===== config.mk =====
export PLATFORM = sky130hd
export DESIGN_NAME = mem_access
export DESIGN_NICKNAME = d
export VERILOG_FILES = /design/src/rtl/mem_access_pkg.sv /design/src/rtl/mem_lane_align.sv /design/src/rtl/mem_access.sv
export SDC_FILE = /design/constraint.sdc
export NUM_CORES = 1
export LEC_CHECK = 0
export CAP_MARGIN = 20
export CORE_MARGIN = 8
export CORE_UTILIZATION = 52
export DETAILED_ROUTE_END_ITERATION = 12
export DONT_BUFFER_PORTS = 1
export PLACE_DENSITY = 0.74
export RECOVER_POWER = 50
export SYNTH_ARGS = -nofsm -noshare
export SYNTH_HDL_FRONTEND = slang
export SYNTH_SLANG_ARGS = --single-unit

===== constraint.sdc =====
create_clock -name clk -period 8.1 [get_ports clk]
set_input_delay 1.62 -clock clk [delete_from_list [all_inputs] [get_ports clk]]
set_output_delay 1.62 -clock clk [all_outputs]
set_load 0.01 [all_outputs]

===== src/rtl/mem_access_pkg.sv =====
// mem_access_pkg: shared instruction, state and access-size types for the memory-access stage
package mem_access_pkg;
  typedef struct packed {
    logic add;
    logic sub;
    logic lb;
    logic lh;
    logic lw;
    logic lbu;
    logic lhu;
    logic sb;
    logic sh;
    logic sw;
  } instructions;

  typedef struct packed {
    logic [31:0] rs1;
    logic [31:0] rs2;
  } regvpair;

  typedef enum logic [1:0] {IDLE, REQ, DONE} mem_state_t;
  typedef enum logic [1:0] {BYTE, HALF, WORD} mem_size_t;

  function automatic logic is_mem_op(input instructions i);
    return i.lb | i.lh | i.lw | i.lbu | i.lhu | i.sb | i.sh | i.sw;
  endfunction

  function automatic logic is_store_op(input instructions i);
    return i.sb | i.sh | i.sw;
  endfunction

  function automatic mem_size_t mem_size(input instructions i);
    return (i.lw | i.sw) ? WORD : (i.lh | i.lhu | i.sh) ? HALF : BYTE;
  endfunction
endpackage


===== src/rtl/mem_lane_align.sv =====
// mem_lane_align: byte-lane steering for stores and lane extraction/extension for loads
import mem_access_pkg::*;

module mem_lane_align (
  input  mem_size_t   size,
  input  logic [1:0]  off,
  input  logic        is_signed,
  input  logic [31:0] rs2,
  input  logic [31:0] rdata,
  output logic [3:0]  wstrb,
  output logic [31:0] wdata,
  output logic [31:0] load_val
);
  logic [1:0]  sh_off;
  logic [7:0]  byte_v;
  logic [15:0] half_v;

  // halfwords honour off[1] only and words are always lane 0
  always_comb begin
    sh_off   = size == WORD ? 2'b00 : size == HALF ? {off[1], 1'b0} : off;
    wstrb    = (size == WORD ? 4'b1111 : size == HALF ? 4'b0011 : 4'b0001) << sh_off;
    wdata    = size == WORD ? rs2 : size == HALF ? {2{rs2[15:0]}} : {4{rs2[7:0]}};
    byte_v   = rdata[{off, 3'b000} +: 8];
    half_v   = off[1] ? rdata[31:16] : rdata[15:0];
    load_val = size == WORD ? rdata :
               size == HALF ? {{16{is_signed & half_v[15]}}, half_v} :
                              {{24{is_signed & byte_v[7]}}, byte_v};
  end
endmodule


===== src/rtl/mem_access.sv =====
// mem_access: load/store stage with one request/ready transaction, timeout abort; MEM_MISALIGN_TRAP_EN enables misalignment traps
import mem_access_pkg::*;

module mem_access #(
  parameter int ADDR_W      = 32,
  parameter int TIMEOUT_CYC = 255
) (
  input  logic              clk,
  input  logic              rst,
  input  logic              enabled,
  input  instructions       instr,
  input  logic [31:0]       alu_result,
  input  logic [31:0]       rs2,
  output logic              mem_req,
  output logic              mem_we,
  output logic [ADDR_W-1:0] mem_addr,
  output logic [31:0]       mem_wdata,
  output logic [3:0]        mem_wstrb,
  input  logic              mem_ready,
  input  logic [31:0]       mem_rdata,
  output logic              completed,
  output logic [31:0]       result,
  output logic              exc_misaligned,
  output logic              exc_bus
);
  localparam int CNT_W = TIMEOUT_CYC > 1 ? $clog2(TIMEOUT_CYC + 1) : 1;

  mem_state_t        state_q, state_d;
  instructions       instr_q, instr_d;
  logic [31:0]       alu_q, alu_d, rs2_q, rs2_d, result_q, result_d;
  logic [CNT_W-1:0]  cnt_q, cnt_d;
  logic              bus_q, bus_d, mis_q, mis_d;
  logic              is_store, misaligned;
  logic [3:0]        wstrb;
  logic [31:0]       load_val;

  assign is_store = is_store_op(instr_q);

`ifdef MEM_MISALIGN_TRAP_EN
  assign misaligned = (mem_size(instr) == HALF && alu_result[0]) ||
                      (mem_size(instr) == WORD && alu_result[1:0] != 2'b00);
`else
  assign misaligned = 1'b0;
`endif

  mem_lane_align u_align (
    .size      (mem_size(instr_q)),
    .off       (alu_q[1:0]),
    .is_signed (instr_q.lb | instr_q.lh),
    .rs2       (rs2_q),
    .rdata     (mem_rdata),
    .wstrb     (wstrb),
    .wdata     (mem_wdata),
    .load_val  (load_val)
  );

  assign mem_req        = state_q == REQ;
  assign mem_we         = is_store;
  assign mem_addr       = {alu_q[ADDR_W-1:2], 2'b00};
  assign mem_wstrb      = is_store ? wstrb : 4'b0000;
  assign completed      = state_q == DONE;
  assign result         = result_q;
  assign exc_misaligned = mis_q;
  assign exc_bus        = bus_q;

  // next-state: capture on start, run the bus transaction, one-cycle DONE
  always_comb begin
    state_d  = state_q;
    instr_d  = instr_q;
    alu_d    = alu_q;
    rs2_d    = rs2_q;
    result_d = result_q;
    cnt_d    = cnt_q;
    bus_d    = bus_q;
    mis_d    = mis_q;
    unique case (state_q)
      IDLE: if (enabled) begin
        instr_d = instr;
        alu_d   = alu_result;
        rs2_d   = rs2;
        cnt_d   = '0;
        bus_d   = 1'b0;
        mis_d   = misaligned;
        if (!is_mem_op(instr) || misaligned) begin
          state_d  = DONE;
          result_d = alu_result;
        end else
          state_d = REQ;
      end
      REQ: if (mem_ready) begin
        state_d  = DONE;
        result_d = is_store ? 32'd0 : load_val;
      end else if (TIMEOUT_CYC != 0 && cnt_q + CNT_W'(1) == CNT_W'(TIMEOUT_CYC)) begin
        state_d  = DONE;
        bus_d    = 1'b1;
        result_d = 32'd0;
      end else
        cnt_d = cnt_q + CNT_W'(1);
      default: state_d = IDLE;
    endcase
  end

  // state and captured operands; async reset aborts any transaction in flight
  always_ff @(posedge clk or posedge rst)
    if (rst) begin
      state_q  <= IDLE;
      instr_q  <= '0;
      alu_q    <= '0;
      rs2_q    <= '0;
      result_q <= '0;
      cnt_q    <= '0;
      bus_q    <= 1'b0;
      mis_q    <= 1'b0;
    end else begin
      state_q  <= state_d;
      instr_q  <= instr_d;
      alu_q    <= alu_d;
      rs2_q    <= rs2_d;
      result_q <= result_d;
      cnt_q    <= cnt_d;
      bus_q    <= bus_d;
      mis_q    <= mis_d;
    end
endmodule

==> impl_metrics.ini, run 1 <==
[status]
status = finished with violations
violations = capacitance limit, slew limit

[clock_tree]
cts_made_buffers = 17
cts.repair.resized = 0
cts_tree = built
cts_hold_buf = 0
cts_sinks = 114
clock_path_buffers = 2
cts_setup_buffers = 0
cts.clk_slew.worst_paths_ps = 50
clkLatencyLatePin_ps = 410
cts-htree-levels = 4
cts_root_buf = clkbuf_16

[critical_path]
critPathTopFamily = buffers and inverters
worst_path_largest_cell_delay_ps = 1690
cp-start-kind = input pin
cp.required_ps = 8440
critPathKind = input pin to flip-flop
reg2reg_depth = 5
endpoint_kind = flip-flop
cp_max_fo = 54
crit_buf_inv = 2
ff2ff_setup_slack_ps = 4400
critical_path.cell_chain = nor3b_1 -> clkbuf_1 -> clkbuf_1 -> nand2_1 -> nand2_1
cp.depth = 5
slowest_stage = clkbuf_1
arrival_ps = 4800
r2r-end = instr_q[6]
reg2reg_from = state_q[1]

[synthesis]
synth-seq-cells = 114
avgSynthCellArea_sq_um = 8.65
synth_top_cell_by_area = dfrtp_1
synth_area_sq_um = 6030
synthCells = 697
synth-edff-count = 0
synth.distinct_cells = 51
synth_area_leaders = dfrtp_1 47%, nand2_1 17%, mux2_2 9.5%, buf_4 5.1%, o21ai_0 2.7%
synthFlopType = dfrtp_1
async_reset_ff_share_pct = 100
synth_top_area_share_pct = 47.3
yosysWarnings = 0
yosysSeqAreaShare_pct = 47.3

[layout]
areaGrowthSynthToFinish_pct = 6.52
finalInstanceArea_sq_um = 6420
regArea_sq_um = 2850
final_cell_mix = 275 x nand2_1, 114 x dfrtp_1, 51 x mux2_2
nets = 761
fillCellCount = 986
drive_gt1_share_pct = 14.2
final_common_cell = nand2_1
multi_input_area_sq_um = 2700
n_antenna_cell = 0

[floorplanning]
start_util_pct = 53.0
dieWidth_microns = 124
fp.dieH_microns = 124
core_area_sq_um = 11400
io_pins = 215
rows = 39
dieArea_sq_um = 15300

[route]
detail_route.wirelength_mm = 17.6
via_count = 4750
drcViolationCount = 0
wl_per_cell_microns = 21.9
ant_nets = 0
drt_iter0_markers = 478
routed_via_density = 5.91
drt_first_pass_iters = 5

[place]
place_congestion = 0.806
numPortBuffers = 0
dpl.hpwl_mm = 13.0
pre_cts_slack_ps = 4280
place_area_sq_um = 5840

[timing]
slew_headroom_pct = -53.4
period_needed_ps = 4460
fmaxAchievable_ghz = 0.224
finClkSkew_ps = 8.49
setup_violations = 0
setup_ws_ps = 3640
hold_viol_final = 0
slew_viol_final = 104
holdWs_ps = 466
worst_pin_slew_ps = 2300
setup_tns_ps = 0
rsz0062_at_grt = false
final.period_utilization_pct = 55.1

[global_route]
grt_start_max_net_pins = 68
grt_antenna_before_repair = 0
grt_first_pass_wirelength_mm = 26.1
grt_pass1_vias = 4647
grt_usage_pct = 22.8
grt_overflow = 0

[power_and_ir_drop]
ir_drop_v = 0.000226
pwr_density_cell_nw_per_um2 = 452
p_leak_nw = 3.09
power_mw = 2.90

[worst_hold_path]
holdPathEnd = rs2_q[22]
hp-class = flip-flop to flip-flop
hold_start = rs2_q[22]
worstHoldPathCells = 2

[flow_run]
drv_cap = 2
==> where the power goes <==
group          leakage (nW)  internal, mW  switching (mW)  total, mW
registers              1.42         0.829           0.319       1.15
logic                  1.38         0.387           0.622       1.01
clock network         0.288         0.505           0.239      0.744
total                  3.09          1.72            1.18       2.90
==> worst register-to-register path, cell delays in order, from the launching register on <==
cell	delay [ps]
dfrtp_1	400
nor3b_1	510
clkbuf_1	630
clkbuf_1	1700
nand2_1	260
nand2_1	130
==> stage by stage <==
step	utilization, %	instances
after CTS	56.6	803
after detailed placement	51.4	772
after global placement	51.1	770
after floorplan	-	699
final	56.5	804
after global routing	56.5	804
==> cells in the mapped netlist, drive strengths merged (8+ instances only) <==
cell type and count:
o22ai 8, nand2 275, nor2 32, o21ai 34, dfrtp 114, o221ai 8, a31oi 9, mux2 51
a21oi 12, nand3 10, buf 50, clkbuf 27
==> area by class of cell <==
type / count / share of cell area [%]
sequential: 114 / 44.4
multi-input combinational: 501 / 42.1
clock buffer: 26 / 7.62
tap: 143 / 2.79
clock inverter: 5 / 1.56
timing repair buffer: 8 / 1.09
inverter: 7 / 0.429
==> metal layers <==
metal  global-route usage [%]  routed length (microns)  up-vias  share of wire (%)
li1                         -                        -     2185                  -
met1                     24.7                     6410     2301                 36
met2                     38.3                     8650      230                 49
met3                     10.1                     2210       34                 13
met4                     9.41                      383        0                2.2
met5                        0                        0        -                  0
==> kinds of logic after synthesis <==
kind of cell	synth area share (%)
simple gates	23.4
flops	47.3
compound gates	9.76
buf+inv	8.18
mux	10.9
fa+ha+maj	0.415
other cells	0.0622
==> flip-flops by register name, summed over array words and instances (netlist names) <==
register and cells:
instr_q 7, state_q 2, result 32, cnt_q 8, exc_bus 1, rs2_q 32
alu_q 32
==> worst max path at each step <==
stage                     slack [ps]           end  startpoint
final                           3640    instr_q[6]     enabled
after global routing            3260      alu_q[0]     enabled
after CTS                       3840  mem_wstrb[2]  instr_q[6]
after detailed placement        4280  mem_wstrb[2]  instr_q[6]
after global placement          4340  mem_wstrb[2]  instr_q[6]
after floorplan                 3460      alu_q[0]         rst
Power figures use the tool's default switching activity.
==> inputs of run 2 (changes only) <==
ABC_AREA = 1   (was unset)
PLACE_DENSITY = 0.77   (was 0.74)
clock period = 4 ns   (was 8.1 ns; I/O delays follow)
==> run 2 against run 1 <==
  * The flow still finishes with violations (capacitance limit, slew limit)
  * Synthesized cell count is 32% higher
  * Clock skew hardly changed
  * Register-to-register slack worse by 3200 ps
  * Sequential share of layout area is 2.3 points lower
  * Power is 110% higher
  * Clock power is 100% higher
  * Count of clock-buffer cells in the layout is 6 lower
  * Global-route usage is 0.87 points higher
  * Worst hold slack better by 0.66 ps
  * Critical path type is now flip-flop to primary output
  * Critical endpoint is now mem_wdata[31]
  * Largest cell class unchanged
==> impl_metrics.ini, run 2 <==
[layout]
regArea_sq_um = 2850
final_common_cell = nand2_1
fillCellCount = 1130
nets = 973
areaGrowthSynthToFinish_pct = 5.32
multi_input_area_sq_um = 2820
final_cell_mix = 440 x nand2_1, 114 x dfrtp_1, 58 x nor2_1
finalInstanceArea_sq_um = 6770
drive_gt1_share_pct = 5.73
n_antenna_cell = 0

[floorplanning]
io_pins = 215
dieWidth_microns = 127
dieArea_sq_um = 16200
core_area_sq_um = 12100
rows = 40
start_util_pct = 53.3
fp.dieH_microns = 127

[timing]
setup_tns_ps = 0
finClkSkew_ps = 8.68
setup_violations = 0
hold_viol_final = 0
final.period_utilization_pct = 83.5
slew_viol_final = 53
period_needed_ps = 3340
fmaxAchievable_ghz = 0.299
worst_pin_slew_ps = 2350
slew_headroom_pct = -57.7
rsz0062_at_grt = false

[synthesis]
synth-seq-cells = 114
avgSynthCellArea_sq_um = 7.00
synth.most_common_cell = nand2_1
synth-edff-count = 0
synth_area_leaders = dfrtp_1 44%, nand2_1 26%, buf_4 4.8%, nand4_1 4.8%, o21ai_0 3.6%
synth_top_area_share_pct = 44.4
synthCells = 918
synthFlopType = dfrtp_1
yosysSeqAreaShare_pct = 44.4
synth.distinct_cells = 29
async_reset_ff_share_pct = 100
yosysWarnings = 0
synth_area_sq_um = 6430
synth_top_cell_by_area = dfrtp_1
synth_commonest_cells = 440 x nand2_1, 114 x dfrtp_1, 57 x nor2_1

[power_and_ir_drop]
ir_drop_v = 0.000455
seqPwrFrac_pct = 37.7
switching_share_pct = 45.6
p_leak_nw = 3.59
clock_power_share_pct = 25.2
pwr_density_cell_nw_per_um2 = 884
power_frac_comb_pct = 37.1
p_int_mw = 3.26
p_switching_mw = 2.73

[critical_path]
arrival_ps = 2540
slowest_stage = nand2_1
cpMostUsedCell = nand2_1
cp_max_fo = 27
cp.required_ps = 3200
endpoint_kind = primary output
cp-start-kind = flip-flop
worst_path_largest_cell_delay_ps = 410
reg2reg_from = instr_q[0]
critical_path.cell_chain = inv_1 -> nand2_1 -> inv_2 -> buf_4 -> nand2_1 -> inv_1 -> nand2_1 -> nand3_1
crit_start = instr_q[0]
critPathKind = flip-flop to primary output

[route]
via_count = 5664
routed_via_density = 5.44
drt_iter0_markers = 438
detail_route.wirelength_mm = 19.1
ant_nets = 0
wl_per_cell_microns = 18.4
drt_first_pass_iters = 5
drcViolationCount = 0

[place]
place_congestion = 0.861
numPortBuffers = 0
dpl.hpwl_mm = 14.0
place_area_sq_um = 6190

[clock_tree]
clock_path_buffers = 2
cts_hold_buf = 0
cts.repair.resized = 0
cts_sinks = 114
cts.clk_slew.worst_paths_ps = 50
cts_made_buffers = 17
cts_root_buf = clkbuf_16
cts_setup_buffers = 0
cts-htree-levels = 4
clkLatencyLatePin_ps = 410
cts_tree = built

[flow_run]
drv_cap = 1

[global_route]
grt_pass1_vias = 5424
grt_antenna_before_repair = 0
grt_overflow = 0
grt_start_max_net_pins = 80
grt_first_pass_wirelength_mm = 29.8
grt_usage_pct = 23.7

[status]
status = finished with violations
violations = capacitance limit, slew limit

[worst_hold_path]
hold_start = rs2_q[17]
hp-class = flip-flop to flip-flop
run 2: cell types whose count changed after synthesis, moves of 25 or more:
| cell | previous run | this run |
|---|---|---|
| nand4_1 | 1 | 49 |
| mux2_2 | 51 | 0 |
| nor2_1 | 31 | 57 |
| inv_1 | 7 | 55 |
| nand3_1 | 10 | 35 |
| nand2_1 | 275 | 440 |
run 2: area by class of cell:
class                           instances  share of cell area, %
Multi-Input combinational cell        660                   41.7
Tap cell                              168                   3.11
Inverter                               60                   3.35
Clock inverter                         11                   2.03
Timing Repair Buffer                    8                   1.07
Sequential cell                       114                   42.2
Clock buffer                           20                   6.60
run 2: worst max-delay path: cells and delay by family, from the launching register on:
kind | cells | cell delay, ps
buf+inv | 4 | 790
simple gates | 4 | 950
flops | 1 | 370
run 2: final timing paths:
kind / slack [ps] / to / depth (start not counted)
setup / recovery: 660 / mem_wdata[31] / 8
hold / removal: 470 / rs2_q[17] / 2
setup reg to reg: 1190 / result[7] / 9
hold reg to reg: 470 / rs2_q[17] / 2
max in group asynchronous: 1980 / result[3] / 2
min in group asynchronous: 900 / alu_q[29] / 1
run 2: kinds of logic (layout without fill, tap and decap cells):
group / count (synthesis) / in the layout / synth area share [%]
compound gates: 60 / 60 / 5.06
flops: 114 / 114 / 44.4
simple gates: 593 / 593 / 38.0
fa+ha+maj: 2 / 2 / 0.389
other cells: 1 / 3 / 0.0584
buf+inv: 146 / 99 / 11.8
xor+xnor: 2 / 2 / 0.273
run 2: routing by layer:
layer  vias to the layer above  GRT usage (%)  wire, microns
met5                         -              0              0
met4                         0           8.26            465
met3                        29           10.4           2190
met2                       266           38.1           8950
met1                      2642           27.6           7530
li1                       2727              -              -
run 2: power by group through the flow:
stage | Combinational [mW] | Sequential (mW) | Clock [mW]
3_5_place_dp | 2.23 | 2.28 | 0
6_report | 2.22 | 2.26 | 1.51
3_3_place_gp | 2.18 | 2.26 | 0
4_1_cts | 2.24 | 2.26 | 1.54
2_1_floorplan | 2.19 | 1.98 | 0
5_1_grt | 2.54 | 2.31 | 1.58
run 2: through the flow:
step	power (mW)	utilization, %	setup slack [ps]	cells	hold WS (ps)
after detailed placement	4.51	51.3	1060	1010	459
after global routing	6.44	56.1	385	1041	474
final	5.98	56.1	660	1041	467
after global placement	4.44	51.3	1090	1010	455
after CTS	6.04	56.2	602	1041	362
after floorplan	4.17	-	184	920	442
==> inputs of run 3 (changes only) <==
PLACE_DENSITY = 0.74   (was 0.77)
clock period = 3.35 ns   (was 4 ns; I/O delays follow)
==> run 3 against run 2 <==
  * The run still ends with capacitance limit, slew limit left
  * Count of clock-buffer cells in the layout rose by 4
  * Critical path type unchanged
  * Clock skew rose by 2.0 ps
  * Largest cell class unchanged
  * Cell area shrank 0.11%
  * First-iteration DRC count is 2.1% higher
  * Global-route usage fell by 0.28 points
  * Die area stayed put
  * Non-clock buffer count increased by 3
  * Flip-flop and latch count stayed put
  * Worst hold slack got worse by 120 ps
==> impl_metrics.ini, run 3 (synthesis results as in run 2) <==
[floorplanning]
rows = 40
core_area_sq_um = 12100
dieArea_sq_um = 16200
fp.dieH_microns = 127
start_util_pct = 53.3
dieWidth_microns = 127
io_pins = 215

[clock_tree]
clock_path_buffers = 2
cts.repair.resized = 0
cts_made_buffers = 17
cts_root_buf = clkbuf_16
cts_hold_buf = 0
cts_setup_buffers = 0
cts_tree = built
cts_sinks = 114
clkLatencyLatePin_ps = 420
cts-htree-levels = 4
cts.clk_slew.worst_paths_ps = 50

[timing]
setup_tns_ps = 0
final.period_utilization_pct = 86.3
rsz0062_at_grt = false
holdWs_ps = 349
setup_ws_ps = 459
slew_headroom_pct = -67.8
slew_viol_final = 115
period_needed_ps = 2890
finClkSkew_ps = 10.7
worst_pin_slew_ps = 2520
fmaxAchievable_ghz = 0.346
setup_violations = 0
hold_viol_final = 0

[critical_path]
critPathTopFamily = buffers and inverters
reg2reg_from = cnt_q[0]
cpMostUsedCell = nand2_1
crit_buf_inv = 3
r2r-end = result[20]
ff2ff_setup_slack_ps = 860
slowest_stage = inv_2
worst_path_largest_cell_delay_ps = 380
critical_path.cell_chain = inv_1 -> nand2_1 -> inv_2 -> nand2_1 -> inv_1 -> nand2_1 -> nand3_1
arrival_ps = 2220
cp.depth = 7
cp-start-kind = flip-flop
crit_start = instr_q[0]
endpoint_kind = primary output
cp.required_ps = 2680
critPathCapture = mem_wdata[31]
reg2reg_depth = 11
critPathKind = flip-flop to primary output
cp_max_fo = 27

[worst_hold_path]
hp-class = input pin to flip-flop
hold_start = mem_ready

[power_and_ir_drop]
pwr_density_cell_nw_per_um2 = 1050
power_frac_comb_pct = 38.2
p_leak_nw = 3.60
switching_share_pct = 45.5
p_switching_mw = 3.24
seqPwrFrac_pct = 37.3
clock_power_share_pct = 24.4
p_int_mw = 3.88
ir_drop_v = 0.000529

[layout]
instances_no_fill = 1043
finalInstanceArea_sq_um = 6760
final_common_cell = nand2_1
final_cell_mix = 440 x nand2_1, 114 x dfrtp_1, 57 x nor2_1
drive_gt1_share_pct = 5.83
n_antenna_cell = 0
nets = 976
areaGrowthSynthToFinish_pct = 5.20

[global_route]
grt_overflow = 0
grt_usage_pct = 23.4
grt_pass1_vias = 5373
grt_first_pass_wirelength_mm = 29.3
grt_start_max_net_pins = 115
grt_antenna_before_repair = 0

[route]
detail_route.wirelength_mm = 18.9
drcViolationCount = 0
ant_nets = 0
drt_iter0_markers = 447
routed_via_density = 5.33
wl_per_cell_microns = 18.1
via_count = 5555
drt_first_pass_iters = 7

[place]
numPortBuffers = 0
dp_cells = 1013
pre_cts_slack_ps = 878
dpl.hpwl_mm = 13.7
place_congestion = 0.900
place_area_sq_um = 6220

[flow_run]
drv_cap = 1

[status]
violations = capacitance limit, slew limit
status = finished with violations
==> run 3: changes by cell type in the layout (fill, tap and decap cells not counted), sizes merged <==
| cell | previous run | this run |
|---|---|---|
| clkbuf | 20 | 24 |
| clkinvlp | 4 | 1 |
| buf | 8 | 11 |
| clkinv | 5 | 4 |
| bufinv | 3 | 2 |
==> run 3: layout make-up <==
class | instances | area (sq um)
inverter | 60 | 226
fill | 1161 | 5300
clock buffer | 24 | 482
sequential | 114 | 2850
multi-input combinational | 660 | 2830
clock inverter | 6 | 80.1
tap | 168 | 210
timing repair buffer | 11 | 80.1
==> run 3: worst min-delay path by stage <==
stage	cells past startpoint	slack, ps	end
2_1_floorplan	2	440	rs2_q[16]
3_3_place_gp	2	450	rs2_q[27]
3_5_place_dp	2	460	rs2_q[23]
4_1_cts	2	320	result[23]
5_1_grt	1	360	exc_bus
6_report	1	350	exc_bus
==> run 3: worst register-to-register path: cells and delay by family (launching register included) <==
kind | cells | cell delay, ps
flip-flops | 1 | 430
AND/OR/NAND/NOR | 10 | 1700
adder cells (fa/ha/maj) | 1 | 260
==> run 3: power groups by stage <==
stage | Sequential (mW) | Combinational, mW | Clock (mW)
after CTS | 2.67 | 2.74 | 1.76
after detailed placement | 2.68 | 2.73 | 0
after global routing | 2.72 | 3.11 | 1.82
final | 2.66 | 2.72 | 1.74
after floorplan | 2.37 | 2.62 | 0
after global placement | 2.67 | 2.68 | 0
==> run 3: per-stage QoR <==
stage	power, mW	util, %
2_1_floorplan	4.98	-
3_3_place_gp	5.35	51.5
3_5_place_dp	5.41	51.5
4_1_cts	7.17	56.2
5_1_grt	7.66	56.0
6_report	7.12	56.0
==> run 3: per-layer routing <==
layer	wire length, microns	global-route usage, %	share of wire, %
met1	7490	27.3	40
met5	0	0	0
met3	2040	10.7	11
met4	413	9.10	2.2
met2	8980	36.9	47
